==> src/rtl/periph_rx_arbiter_pkg.sv <==
// Shared constants and types for the peripheral RX arbiter.
// Channel count and word width default to the board-level peripheral and USB packet sizes.
package lycan_globals;

  localparam int num_peripherals  = 8;
  localparam int usb_packet_width = 32;
  localparam int arb_burst_max    = 16;

  typedef enum logic {
    ARB    = 1'b0,
    STREAM = 1'b1
  } arb_state_t;

endpackage

==> src/rtl/periph_rx_arbiter_rr_picker.sv <==
// Round-robin picker: returns the first set request at or after ptr, wrapping at N.
// Works for non-power-of-2 N by wrapping the rotated index explicitly.
module rr_picker
  import lycan_globals::*;
#(
  parameter  int N    = 8,
  localparam int CH_W = $clog2(N)
) (
  input  logic [N-1:0]    req,
  input  logic [CH_W-1:0] ptr,
  output logic            found,
  output logic [CH_W-1:0] idx
);

  localparam logic [CH_W:0] N_EXT = (CH_W + 1)'(N);

  logic [N-1:0]    rot;
  logic [CH_W-1:0] src_idx [N];

  genvar gi;
  generate
    for (gi = 0; gi < N; gi++) begin : g_rot
      logic [CH_W:0] sum;
      assign sum         = {1'b0, ptr} + (CH_W + 1)'(gi);
      assign src_idx[gi] = (sum >= N_EXT) ? CH_W'(sum - N_EXT) : sum[CH_W-1:0];
      assign rot[gi]     = req[src_idx[gi]];
    end
  endgenerate

  // Scan from the top so the lowest rotated position is the last, winning, assignment.
  always_comb begin
    found = 1'b0;
    idx   = '0;
    for (int i = N - 1; i >= 0; i--) begin
      if (rot[i]) begin
        found = 1'b1;
        idx   = src_idx[i];
      end
    end
  end

endmodule

==> src/rtl/periph_rx_arbiter.sv <==
// Selects one peripheral RX FIFO at a time and streams bounded bursts into a registered
// valid/ready output. Optional urgent-channel preemption: `PERIPH_ARB_PREEMPT_EN.
module periph_rx_arbiter
  import lycan_globals::*;
#(
  parameter  int NUM_CHANNELS = num_peripherals,
  parameter  int DATA_WIDTH   = usb_packet_width,
  parameter  int BURST_MAX    = arb_burst_max,
  localparam int CH_W         = $clog2(NUM_CHANNELS)
) (
  input  logic                               clk,
  input  logic                               rst_l,
  input  logic [NUM_CHANNELS*DATA_WIDTH-1:0] ch_data,
  input  logic [NUM_CHANNELS-1:0]            ch_empty,
  input  logic [NUM_CHANNELS-1:0]            ch_almost_full,
  output logic [NUM_CHANNELS-1:0]            ch_rden,
  output logic [DATA_WIDTH-1:0]              out_data,
  output logic [CH_W-1:0]                    out_chan,
  output logic                               out_valid,
  input  logic                               out_ready,
  output logic [CH_W-1:0]                    grant,
  output logic                               busy
);

  localparam int              BCW        = $clog2(BURST_MAX + 1);
  localparam logic [BCW-1:0]  BURST_LAST = BCW'(BURST_MAX - 1);
  localparam logic [CH_W-1:0] CH_LAST    = CH_W'(NUM_CHANNELS - 1);

  arb_state_t            state_q, state_d;
  logic [CH_W-1:0]       grant_q, grant_d;
  logic [CH_W-1:0]       rr_ptr_q, rr_ptr_d;
  logic [BCW-1:0]        burst_cnt_q, burst_cnt_d;
  logic                  out_valid_q, out_valid_d;
  logic [DATA_WIDTH-1:0] out_data_q, out_data_d;
  logic [CH_W-1:0]       out_chan_q, out_chan_d;

  logic [DATA_WIDTH-1:0]   ch_word [NUM_CHANNELS];
  logic [NUM_CHANNELS-1:0] req, urg;
  logic                    urg_found, req_found;
  logic [CH_W-1:0]         urg_idx, req_idx;
  logic                    cur_empty, pop, preempt, burst_done;
  logic [CH_W-1:0]         next_ptr;

  genvar gi;
  generate
    for (gi = 0; gi < NUM_CHANNELS; gi++) begin : g_word
      assign ch_word[gi] = ch_data[gi*DATA_WIDTH +: DATA_WIDTH];
    end
  endgenerate

  assign req = ~ch_empty;
  assign urg = req & ch_almost_full;

  rr_picker #(.N(NUM_CHANNELS)) u_pick_urg (
    .req   (urg),
    .ptr   (rr_ptr_q),
    .found (urg_found),
    .idx   (urg_idx)
  );

  rr_picker #(.N(NUM_CHANNELS)) u_pick_req (
    .req   (req),
    .ptr   (rr_ptr_q),
    .found (req_found),
    .idx   (req_idx)
  );

  assign cur_empty  = ch_empty[grant_q];
  assign pop        = (state_q == STREAM) && !cur_empty && (!out_valid_q || out_ready);
  assign burst_done = pop && (burst_cnt_q == BURST_LAST);
  assign next_ptr   = (grant_q == CH_LAST) ? '0 : grant_q + 1'b1;

`ifdef PERIPH_ARB_PREEMPT_EN
  logic [NUM_CHANNELS-1:0] grant_onehot;
  logic                    cur_urgent;
  assign grant_onehot = NUM_CHANNELS'(1) << grant_q;
  assign cur_urgent   = ch_almost_full[grant_q] && !cur_empty;
  // Another channel going urgent cuts a normal burst short after this cycle's pop.
  assign preempt      = !cur_urgent && |(urg & ~grant_onehot);
`else
  assign preempt = 1'b0;
`endif

  always_comb begin
    state_d     = state_q;
    grant_d     = grant_q;
    rr_ptr_d    = rr_ptr_q;
    burst_cnt_d = burst_cnt_q;
    out_valid_d = out_valid_q;
    out_data_d  = out_data_q;
    out_chan_d  = out_chan_q;
    ch_rden     = '0;

    if (out_valid_q && out_ready) begin
      out_valid_d = 1'b0;
    end

    case (state_q)
      ARB: begin
        if (urg_found) begin
          grant_d     = urg_idx;
          burst_cnt_d = '0;
          state_d     = STREAM;
        end else if (req_found) begin
          grant_d     = req_idx;
          burst_cnt_d = '0;
          state_d     = STREAM;
        end
      end
      STREAM: begin
        // A pop overrides the consume-clear above, so pop+consume keeps out_valid high.
        if (pop) begin
          ch_rden[grant_q] = 1'b1;
          out_data_d       = ch_word[grant_q];
          out_chan_d       = grant_q;
          out_valid_d      = 1'b1;
          burst_cnt_d      = burst_cnt_q + 1'b1;
        end
        if (burst_done || cur_empty || preempt) begin
          state_d     = ARB;
          rr_ptr_d    = next_ptr;
          burst_cnt_d = '0;
        end
      end
    endcase
  end

  always_ff @(posedge clk or negedge rst_l) begin
    if (!rst_l) begin
      state_q     <= ARB;
      grant_q     <= '0;
      rr_ptr_q    <= '0;
      burst_cnt_q <= '0;
      out_valid_q <= 1'b0;
      out_data_q  <= '0;
      out_chan_q  <= '0;
    end else begin
      state_q     <= state_d;
      grant_q     <= grant_d;
      rr_ptr_q    <= rr_ptr_d;
      burst_cnt_q <= burst_cnt_d;
      out_valid_q <= out_valid_d;
      out_data_q  <= out_data_d;
      out_chan_q  <= out_chan_d;
    end
  end

  assign out_data  = out_data_q;
  assign out_chan  = out_chan_q;
  assign out_valid = out_valid_q;
  assign grant     = grant_q;
  assign busy      = (state_q == STREAM);

endmodule

==> config.mk <==
export PLATFORM = sky130hd
export DESIGN_NAME = periph_rx_arbiter
export DESIGN_NICKNAME = d
export VERILOG_FILES = /design/src/rtl/periph_rx_arbiter_pkg.sv /design/src/rtl/periph_rx_arbiter_rr_picker.sv /design/src/rtl/periph_rx_arbiter.sv
export SDC_FILE = /design/constraint.sdc
export NUM_CORES = 1
export LEC_CHECK = 0
export CORE_MARGIN = 8
export CORE_UTILIZATION = 36
export DETAILED_ROUTE_END_ITERATION = 6
export DONT_BUFFER_PORTS = 1
export GPL_TIMING_DRIVEN = 0
export RECOVER_POWER = 25
export SYNTH_ARGS = -nofsm -noshare
export SYNTH_HDL_FRONTEND = slang
export SYNTH_SLANG_ARGS = --single-unit
==> constraint.sdc <==
create_clock -name clk -period 3 [get_ports clk]
set_input_delay 0.9 -clock clk [delete_from_list [all_inputs] [get_ports clk]]
set_output_delay 0.9 -clock clk [all_outputs]
set_load 0.02 [all_outputs]
==> impl_metrics.tcl <==
set metrics [dict create \
    ios 323 \
    netlist_area_sq_mm 0.00562 \
    grt_overflow 0 \
    yosys_warnings 0 \
    tns_ns -1.60 \
    layout-drive-gt1-share_pct 37.4 \
    cp.required_ns 2.10 \
    cts_sinks 48 \
    yosysMostFrequentCell "mux4_2" \
    synthCells 514 \
    io_buffers 0 \
    yosys-top-cells-count "mux4_2, nand2_1, mux2i_1" \
    postRouteAntennaNets 0 \
    peakVddDrop_v 0.000480 \
    crit_type "in -> out" \
    dieWidth_microns 141 \
    antenna_found_initial 7 \
    placedCellCount 725 \
    worstPathMaxFanout 10 \
    cts_tree "done" \
    hpwl_microns 19800 \
    outcome "complete, but fails checks" \
    route.detailed.drc 0 \
    finalHoldViolCount 0 \
    cts_buffers 5 \
    ys_ff_latch 48 \
    cap_violations 0 \
    layout.nets 833 \
    die-area_sq_mm 0.0199 \
    synthTopCellsByArea "mux4_2, dfrtp_1, mux2i_1, o21ai_0, nand2_1" \
    powerDensity_mw_per_mm2 1350 \
    cts_hold_buf 0 \
    reg2regPathDepth 11 \
    grt_use_total_pct 23.3 \
    grt_pass1_wl_microns 35200 \
    cts_buffer_depth 2 \
    wl_microns 24100 \
    setup_slack_ns -0.263 \
    avgSynthCellArea_sq_um 10.9 \
    vias_per_cell 6.51 \
    grt_max_degree 49 \
    area_delta_synth_final_pct 20.3 \
    cp-end-kind "output pin" \
    reg2reg_from "rr_ptr_q[0]" \
    vias 5010 \
    gp_congestion 0.946 \
    relSlewSlack_pct 36.5 \
    critPathLaunch "ch_empty[1]" \
    wl_per_cell_microns 31.4 \
    finalMaxSlewViolations 0 \
    htreeDepth 2 \
    r2r-end "grant[1]" \
    die_y_microns 141 \
    hold_path_class "in -> async" \
    yosysTopAreaCellShare_pct 36.0 \
    worst_ep_arrival_time_ns 2.36 \
    ys_seq_area_share_pct 21.4 \
    cp-start-kind "primary input" \
    crit_end "ch_rden[2]" \
    clkLatencyLatePin_ns 0.29 \
    synth_edf_count 0 \
    syn_nets 795 \
    root_buffer "clkbuf_16" \
    synthArstFlopShare_pct 100 \
    core_area_sq_mm 0.0153 \
    rows 45 \
    grt_pass1_vias 5231 \
    tightest_slew_ns 0.953 \
    p_leak_uw 0.00253 \
    clk_pin_slew_worst_paths_ns 0.07 \
    initial_core_util_pct 36.9 \
    layout.cells.non_filler 769 \
    first_iter_violations 368 \
    finalSetupViolations 8 \
    clock.fmax_mhz 306 \
    rsz0062_at_grt "yes" \
    reg2reg_slack_ns 0.09 \
    violations "negative setup slack" \
    period_share_pct 109 \
    dr.pass1.iters 5 \
    ys_types 67 \
    ys.flop_type "dfrtp_1" \
    skew_ns 0.00525 \
    synth_top_area_cell "mux4_2" \
    fin_crit_ns 3.26 \
]
## power by group
part,internal [uW],total [uW],leakage [uW],switching (uW)
combinational,3260,6770,0.00184,3510
sequential,962,1640,0.000594,673
clock,481,748,0.0000944,267
## registers in the layout, summed over array words and instances, names as in the netlist
name         count
grant            3
out_data        32
burst_cnt_q      5
busy             1
rr_ptr_q         3
out_valid        1
out_chan         3
## kinds of logic (layout without fill, tap and decap cells)
| logic type | count (synthesis) | after routing | synth area share (%) |
|---|---|---|---|
| other | 0 | 5 | 0 |
| DFF | 48 | 48 | 21.4 |
| adders and majority gates | 6 | 6 | 1.34 |
| xor gates and xnor gates | 6 | 6 | 1.07 |
| buffers and inverters | 61 | 100 | 4.85 |
| and+or+nand+nor | 137 | 137 | 12.3 |
| AOI/OAI and AO/OA | 104 | 104 | 11.7 |
| muxes | 152 | 152 | 47.4 |
## cells in the final DEF (no fill, tap or decap), types with 3 or more instances in the layout
| master | count |
|---|---|
| a31oi_1 | 3 |
| buf_4 | 33 |
| nor3_1 | 5 |
| nand2_1 | 56 |
| o211ai_1 | 5 |
| clkbuf_1 | 14 |
| dfrtp_2 | 4 |
| nor2b_1 | 8 |
| mux2i_1 | 49 |
| dfrtp_1 | 44 |
| clkbuf_4 | 4 |
| a21oi_1 | 13 |
| nor3_4 | 5 |
| a211oi_1 | 3 |
| nor2_4 | 3 |
| nand2b_2 | 3 |
| o31ai_1 | 4 |
| mux4_2 | 90 |
| buf_1 | 5 |
| nand3_1 | 6 |
| buf_12 | 3 |
| nor2_1 | 13 |
| diode_2 | 5 |
| clkbuf_2 | 3 |
| o22ai_1 | 6 |
| o21ai_0 | 44 |
| a211o_1 | 3 |
| inv_1 | 9 |
| buf_2 | 9 |
| mux2i_4 | 5 |
| nand2b_1 | 11 |
| buf_6 | 6 |
| clkbuf_16 | 6 |
| ha_1 | 4 |
| mux2_2 | 5 |
## routing by layer
metal  vias up  share of wire (%)  wire length (microns)  global-route usage, %
met4         4                1.1                    263                   4.19
met5         -               0.11                     26                      0
met1      2542                 39                   9420                   29.2
met3        21                 12                   3010                   10.1
li1       2125                  -                      -                      -
met2       318                 47                  11400                   37.1
## critical path, stage by stage
cell,delay [ns]
buf_8,0.12
mux2i_2,0.21
nor3_1,0.13
nor3_4,0.22
buf_6,0.13
nand3_4,0.07
clkbuf_16,0.18
buf_6,0.11
nor3_4,0.27
## repair_timing
| item | in CTS | in global routing |
|---|---|---|
| endpoints found under the hold margin | 0 | 0 |
| setup endpoints to repair | 15 | 11 |
| pin swaps | 9 | 10 |
| setup buffers | 19 | 15 |
| gates resized for setup | 45 | 21 |
## metrics by stage
stage	hold WS (ns)	worst slack [ns]	util [%]	total power (uW)	cell area, sq um
2_1_floorplan	0.437	-0.222	-	5960	5740
3_3_place_gp	0.456	-0.690	39.4	7250	6010
3_5_place_dp	0.480	-0.728	39.4	7360	6010
4_1_cts	0.285	-0.218	43.1	8780	6570
5_1_grt	0.278	-0.357	44.3	9820	6770
6_report	0.296	-0.263	44.3	9160	6770
## worst min path at each step
stage | to | slack [ns] | cells past startpoint
3_5_place_dp | burst_cnt_q[4] | 0.48 | 2
6_report | out_data[12] | 0.30 | 0
5_1_grt | out_data[31] | 0.28 | 0
3_3_place_gp | burst_cnt_q[3] | 0.46 | 1
2_1_floorplan | burst_cnt_q[3] | 0.44 | 1
4_1_cts | out_data[31] | 0.29 | 0
## layout make-up
cell class                      count  area (sq um)
Buffer                             45           289
Multi-Input combinational cell    405          4450
Tap cell                          211           264
Clock buffer                        5           125
Antenna cell                        5          12.5
Fill cell                        1431          8490
Inverter                           13          58.8
Sequential cell                    48          1210
Timing Repair Buffer               34           288
Clock inverter                      3          68.8
No activity file was read; power rests on OpenSTA's default activity.
